**src/rtl/ddr_rdata_gather.sv**
```systemverilog
// DDR read-data gather: waits CAS latency, packs PHY beats into AXI words and
// pushes {last, word} into the downstream read FIFO under credit flow control.
`timescale 1ns/1ps
module ddr_rdata_gather #(
   parameter int DQ_WIDTH       = 8,
   parameter int AXI_DATA_WIDTH = 16,
   parameter int ADDR_WIDTH     = 10,
   parameter int LEN_WIDTH      = 8
) (
   input  logic                      clk,
   input  logic                      rst,
   input  logic                      cmd_valid,
   output logic                      cmd_ready,
   input  logic [LEN_WIDTH-1:0]      cmd_len,
   input  logic [3:0]                cmd_cl,
   input  logic [DQ_WIDTH-1:0]       dq_in,
   input  logic                      fifo_pop,
   output logic                      out_valid,
   output logic [AXI_DATA_WIDTH:0]   out_data,
   output logic                      busy
);
   localparam int BEATS = AXI_DATA_WIDTH / DQ_WIDTH;
   localparam int BW    = (BEATS > 1) ? $clog2(BEATS) : 1;
   localparam int CW    = ((ADDR_WIDTH > LEN_WIDTH) ? ADDR_WIDTH : LEN_WIDTH) + 1;
   localparam logic [ADDR_WIDTH-1:0] CRED_MAX = '1;

   localparam logic [1:0] IDLE    = 2'd0;
   localparam logic [1:0] WAIT_CL = 2'd1;
   localparam logic [1:0] CAPTURE = 2'd2;

   logic [1:0]                state;
   logic [ADDR_WIDTH-1:0]     credits;
   logic [LEN_WIDTH-1:0]      len_q;
   logic [LEN_WIDTH-1:0]      word_cnt;
   logic [3:0]                lat_cnt;
   logic [BW-1:0]             beat_cnt;
   logic [AXI_DATA_WIDTH-1:0] word_nxt;
   logic [CW-1:0]             need;
   logic [CW-1:0]             have;
   logic [3:0]                cl_eff;
   logic                      accept;
   logic                      sample;
   logic                      word_done;
   logic                      last_word;
   logic                      pop_ok;

   // Both sides widened so a long burst never aliases against a small credit count.
   assign need      = CW'(cmd_len) + CW'(1);
   assign have      = CW'(credits);
   assign cmd_ready = (state == IDLE) && (have >= need);
   assign accept    = cmd_valid && cmd_ready;
   assign busy      = (state != IDLE);
   assign cl_eff    = (cmd_cl == 4'd0) ? 4'd1 : cmd_cl;

   // The edge that ends the latency wait is also the first sample edge.
   assign sample    = (state == CAPTURE) || ((state == WAIT_CL) && (lat_cnt == 4'd0));
   assign word_done = sample && (beat_cnt == BW'(BEATS - 1));
   assign last_word = (word_cnt == len_q);
   assign pop_ok    = fifo_pop && (credits != CRED_MAX);

   generate
      if (BEATS == 1) begin : g_single
         assign word_nxt = dq_in;
      end else begin : g_multi
         // Earlier beats enter at the top and drift down, so beat 0 ends in the LSBs.
         logic [(BEATS-1)*DQ_WIDTH-1:0] shreg;
         assign word_nxt = {dq_in, shreg};
         always_ff @(posedge clk or posedge rst) begin
            if (rst)
               shreg <= '0;
            else if (sample)
               shreg <= word_nxt[AXI_DATA_WIDTH-1:DQ_WIDTH];
         end
      end
   endgenerate

   always_ff @(posedge clk or posedge rst) begin
      if (rst) begin
         state     <= IDLE;
         credits   <= CRED_MAX;
         len_q     <= '0;
         word_cnt  <= '0;
         lat_cnt   <= '0;
         beat_cnt  <= '0;
         out_valid <= 1'b0;
         out_data  <= '0;
      end else begin
         out_valid <= 1'b0;
         credits   <= credits + ADDR_WIDTH'(pop_ok)
                      - (accept ? ADDR_WIDTH'(need) : ADDR_WIDTH'(0));

         case (state)
            IDLE: begin
               if (accept) begin
                  len_q    <= cmd_len;
                  lat_cnt  <= cl_eff - 4'd1;
                  word_cnt <= '0;
                  beat_cnt <= '0;
                  state    <= WAIT_CL;
               end
            end
            WAIT_CL: begin
               if (lat_cnt != 4'd0)
                  lat_cnt <= lat_cnt - 4'd1;
               else
                  state <= CAPTURE;
            end
            CAPTURE: ;
            default: state <= IDLE;
         endcase

         // Placed after the case so a final push out of WAIT_CL still lands in IDLE.
         if (sample) begin
            if (word_done) begin
               out_valid <= 1'b1;
               out_data  <= {last_word, word_nxt};
               beat_cnt  <= '0;
               word_cnt  <= word_cnt + 1'b1;
               if (last_word)
                  state <= IDLE;
            end else begin
               beat_cnt <= beat_cnt + 1'b1;
            end
         end
      end
   end
endmodule

```
**config.mk**
```make
export PLATFORM = sky130hd
export DESIGN_NAME = ddr_rdata_gather
export DESIGN_NICKNAME = d
export VERILOG_FILES = /design/src/rtl/ddr_rdata_gather.sv
export SDC_FILE = /design/constraint.sdc
export NUM_CORES = 1
export LEC_CHECK = 0
export ABC_AREA = 1
export BUFFER_PORTS_ARGS = -buffer_cell sky130_fd_sc_hd__buf_2
export CORE_UTILIZATION = 52
export DETAILED_ROUTE_END_ITERATION = 12
export GPL_TIMING_DRIVEN = 0
export PLACE_DENSITY = 0.76
export SKIP_LAST_GASP = 1
export SYNTH_ARGS = -nofsm -noshare
export SYNTH_HDL_FRONTEND = slang
export SYNTH_SLANG_ARGS = --single-unit
```
**constraint.sdc**
```tcl
create_clock -name clk -period 2.9 [get_ports clk]
set_input_delay 0 -clock clk [delete_from_list [all_inputs] [get_ports clk]]
set_output_delay 0 -clock clk [all_outputs]
set_load 0.02 [all_outputs]
```
* Word level (Yosys, flattened, before mapping) *
Index checks and enable logic that the tools add are counted.

word-level totals
  logic and storage cells = 62
  register bits = 59
  output and inout bits = 20
  input bits = 24

cells by class
  eq/ne operators = 6
  multiplexer cells = 21
  add/subtract/negate cells = 7
  $lt $le $gt $ge = 1
  reduce and logical (&&, ||, !) cells = 18

operators with widths
  cell                                                                number
  8-bit two-way mux                                                   4
  4-bit two-way mux                                                   3
  10-bit by 1-bit adder with 10-bit output                            1
  10-bit by 9-bit greater-or-equal comparator with 1-bit output       1
  2-bit two-way mux                                                   5
  10-bit inequality test, second input constant                       1
  10-bit by 9-bit subtractor with 10-bit output                       1
  8-bit by 1-bit adder with 9-bit output, second input constant       1
  9-bit two-way mux                                                   1
  8-bit by 1-bit adder with 8-bit output, second input constant       1
  8-bit == test                                                       1
  4-bit zero test                                                     2
  4-bit case mux with 2 select lines                                  1
  2-bit nonzero test                                                  4
  4-bit by 1-bit subtractor with 4-bit output, second input constant  2
  1-bit two-way mux                                                   6
  2-bit case mux with 3 select lines                                  1
  2-bit AND reduction                                                 3
  1-bit logical AND                                                   5
  4-bit nonzero test                                                  1
  3-bit AND reduction                                                 1
  2-bit by 1-bit == test with 1-bit output, second input constant     1
  2-bit == test, second input constant                                1
  2-bit zero test                                                     1
  4 further kinds                                                     4

* Logic depth before layout (Yosys ltp) *
  word-level depth = 9
  depth in mapped cells = 28

* Least setup slack after synthesis *
No wires, ideal clock.

  kind = input to register
  start point = input port cmd_len[1]
  end point = register credits[6]
  arrival time = 3.258 ns
  slack = -0.432 ns
  library setup time = 0.075 ns
  stages on the path = 24
  path buffers = 1
  cell sequence = inv_1 nor3_1 nand4_1 o21ai_0 nand2_1 ha_1 nand2_1 nor2_1 nand3_1 nand3_1 nand3_1 buf_2 nor2_1 ha_1 inv_1 ha_1 inv_1 fa_1 o21ai_0 nand2_1 nand2_1 nand2_1 nand2_1 xor2_1

between the ends
  word-level cells in the longest chain between the ends = 6

RTL lines
  element                                                        line  source
  from (decl)                                                    14    input logic [LEN_WIDTH-1:0] cmd_len,
  8-bit by 1-bit adder with 9-bit output (*)                     48    assign need = CW'(cmd_len) + CW'(1);
  10-bit by 9-bit greater-or-equal comparator with 1-bit output  50    assign cmd_ready = (state == IDLE) && (have >= need);
  1-bit logical AND                                              50
  1-bit logical AND                                              51    assign accept = cmd_valid && cmd_ready;
  9-bit two-way mux (*)                                          90    - (accept ? ADDR_WIDTH'(need) : ADDR_WIDTH'(0));
  10-bit by 9-bit subtractor with 10-bit output (*)              90
  to (signal assigned)                                           89    credits <= credits + ADDR_WIDTH'(pop_ok)
  to (decl)                                                      32    logic [ADDR_WIDTH-1:0] credits;

Every way passes the cells marked *; elsewhere a longest branch is shown, timed or not.
A chain may end at the register's enable or synchronous reset.

* Worst setup path after layout *
  start point = input port cmd_len[0]
  end point = register credits[6]

The elaborated chain is that of the path after synthesis.

==> impl_metrics.csv <==
group,metric,value,unit
sta,fin_skew,0.00559,ns
sta,worst_pin_slew,0.629,ns
placement,dpl_worst_slack,-0.750,ns
global_route,grt_pass1_vias,3139,
critical_path,cp-start-kind,"input pin",
critical_path,worstPathBufferInverterCount,6,
yosys,synth_cells,435,
min_path,hold-path-endpoint,"lat_cnt[0]",
die,dieArea,6920,um2
critical_path,timing.rr.start,"credits[0]",
placement,port_buffers,43,
detailed_routing,initialDrtViolationCount,125,
critical_path,r2r-end,"credits[6]",
global_route,grt_max_degree,45,
die,core_area,6350,um2
sta,timing.final.crit_period,3.01,ns
cells_and_area,final_cell_mix,"nand2_1 (153), dfrtp_1 (49), buf_2 (44)",
global_route,grt-ovfl-total,0,
power_and_ir_drop,finalPower,5.36,mW
power_and_ir_drop,ir_drop,0.940,mV
yosys,synth.area.top_cells,"dfrtp_1 (36%), nand2_1 (17%), ha_1 (11%), dfstp_2 (7.7%), inv_1 (5.5%)",
yosys,synth_top_area_share,35.8,%
min_path,min_from,"cmd_cl[0]",
critical_path,crit_top_cell,"nand2_1",
die,io_pins,44,
cells_and_area,antennaDiodeCount,0,
cells_and_area,final_common_cell,"nand2_1",
yosys,synth_top_area_cell,"dfrtp_1",
cts,cts_tree,"yes",
critical_path,cpMaxStageDelayCell,"fa_2",
yosys,synth.distinct_cells,28,
yosys,syn_avg_cell_area,7.88,um2
yosys,ys_warn_count,0,
power_and_ir_drop,p_per_area,1180,nW/um2
die,dieWidth,83.2,um
sta,rsz0062_at_grt,"yes",
cells_and_area,area_delta_synth_final,32.1,%
detailed_routing,vias,3089,
global_route,antenna_found_initial,0,
critical_path,slowest_delay,0.35,ns
cts,cts_root_buf,"clkbuf_8",
die,start_util,54.0,%
sta,setup_tns,-0.409,ns
cts,clk_pin_slew,0.07,ns
cells_and_area,nets,574,
global_route,grt_pass1_wl,13600,um
critical_path,critical_path_class,"input pin to flip-flop",
critical_path,cp.required,3.17,ns
detailed_routing,drt_pass1_iterations,4,
sta,timing.final.hold_violations,0,
detailed_routing,drt_wl_total,8130,um
min_path,worst_hold_path_type,"input pin to flip-flop",
critical_path,critPathMaxFanout,3,
placement,gp_congestion,0.804,
cts,clkLatencyLatePin,0.35,ns
yosys,yosysSeqAreaShare,43.4,%
detailed_routing,postRouteAntennaNets,0,
critical_path,cp.arrival,3.28,ns
yosys,ys_seq_elements,59,
sta,finalWorstSetupSlack,-0.114,ns
cells_and_area,drive_gt1_share,27.7,%
status,status,"finished with violations",
detailed_routing,drc,0,
cts,clock_sinks,59,
cells_and_area,postLayoutCoreUtil,71.3,%
critical_path,rr_worst_depth,22,
cells_and_area,num-fill-cells,480,
min_path,holdPathStages,6,
die,num_rows,29,
die,die_h,83.2,um
status,violations,"negative setup slack",
critical_path,cp-end-kind,"flip-flop",
critical_path,rrSetupSlack,-0.03,ns
cts,htree_levels,3,
sta,max_freq,332,MHz
critical_path,cp_top_family,"simple AND/OR/NAND/NOR gates",
cts,clockBufferDepth,2,
cts,cts_buffers,9,
detailed_routing,via_per_inst,5.14,
placement,hpwl,5410,um
global_route,grt_use_total,24.7,%
sta,setup_violations,5,
sta,timing.final.crit_share,104,%
sta,drv_slew,0,
run,cap_violations,0,
yosys,syn_nets,490,
detailed_routing,wl_per_cell,13.5,um
sta,relSlewSlack,57.5,%
yosys,syn_area,3430,um2
power_and_ir_drop,power_leakage,2.37,nW
[layer usage]
| layer | vias up | track usage (%) | routed length [um] |
|---|---|---|---|
| li1 | 1554 | - | - |
| met1 | 1468 | 28.7 | 3420 |
| met2 | 47 | 44.5 | 4300 |
| met3 | 20 | 5.67 | 246 |
| met4 | 0 | 8.46 | 161 |
| met5 | - | 0 | 0 |
[cells in the mapped netlist]
| cell type | count |
|---|---|
| a21o_1 | 1 |
| a21oi_1 | 9 |
| a31oi_1 | 1 |
| buf_2 | 5 |
| buf_4 | 1 |
| buf_6 | 1 |
| clkbuf_1 | 2 |
| clkinv_1 | 1 |
| dfrtp_1 | 49 |
| dfstp_2 | 10 |
| fa_1 | 1 |
| ha_1 | 30 |
| inv_1 | 50 |
| nand2_1 | 159 |
| nand2_2 | 1 |
| nand3_1 | 32 |
| nand4_1 | 8 |
| nor2_1 | 20 |
| nor2_2 | 1 |
| nor3_1 | 3 |
| o21ai_0 | 20 |
| o21bai_1 | 3 |
| o22ai_1 | 1 |
| o41ai_1 | 1 |
| or2_0 | 3 |
| or2_2 | 6 |
| xnor2_1 | 6 |
| xor2_1 | 10 |
[per-stage QoR]
stage               hold slack, ns  cell area (um2)  cells
detailed placement         -0.0101             3830    556
floorplan                    0.110             3500    435
finish                      0.0570             4530    601
global placement             0.212             3810    555
CTS                        0.00529             4400    598
global route                0.0764             4530    601
[worst min-delay path: stages]
cell,delay [ns]
buf_2,0.07
nor2_1,0.03
nand2_1,0.04
nand2_1,0.08
nand2_1,0.08
nand2_1,0.05
[cell families (layout without fill, tap and decap cells)]
family	count (synthesis)	count (layout)	share of synthesized area, %
DFF	59	59	43.4
xor gates and xnor gates	16	16	4.09
AOI/OAI and AO/OA	36	36	5.73
and+or+nand+nor	233	233	28.2
adders and majority gates	31	31	11.5
buffers and inverters	60	149	7.08
[sequential cells by signal, summed over array words and instances, names as in the netlist, 2 cells and up]
register	flops
state	2
word_cnt	8
g_multi.shreg	8
lat_cnt	4
len_q	8
out_data	17
credits	10
[layout make-up]
cell class                 count  area, um2  share of cell area (%)
clock buffer                   9        124                    2.73
tap                           77       96.3                    2.13
sequential                    59       1490                    32.9
multi-input combinational    316       1940                    42.9
clock inverter                 7        100                    2.21
buffer                         9       57.6                    1.27
inverter                      51        215                    4.75
timing repair buffer          73        507                    11.2
[report_power, final]
part	total (mW)	leakage (nW)	internal, mW	switching [mW]
Clock	0.851	0.114	0.491	0.360
Combinational	2.98	1.54	1.25	1.73
Sequential	1.53	0.717	1.28	0.254
[what timing repair did]
action | 4_1_cts | 5_1_grt
hold buffers | 14 | 0
gates resized for setup | 25 | 26
endpoints found under the hold margin | 80 | 0
pin swaps | 22 | 11
buffers inserted | 12 | 3
cloned | 0 | 0
setup endpoints to repair | 7 | 9
[how the worst max path moves through the flow]
stage,from,to,depth (start not counted)
2_1_floorplan,cmd_len[2],credits[6],24
3_3_place_gp,cmd_len[2],credits[7],21
3_5_place_dp,cmd_len[2],credits[7],21
4_1_cts,credits[0],credits[6],22
5_1_grt,cmd_len[0],credits[6],27
6_report,cmd_len[0],credits[6],27
Note: power is estimated with default switching activity, not from simulation.
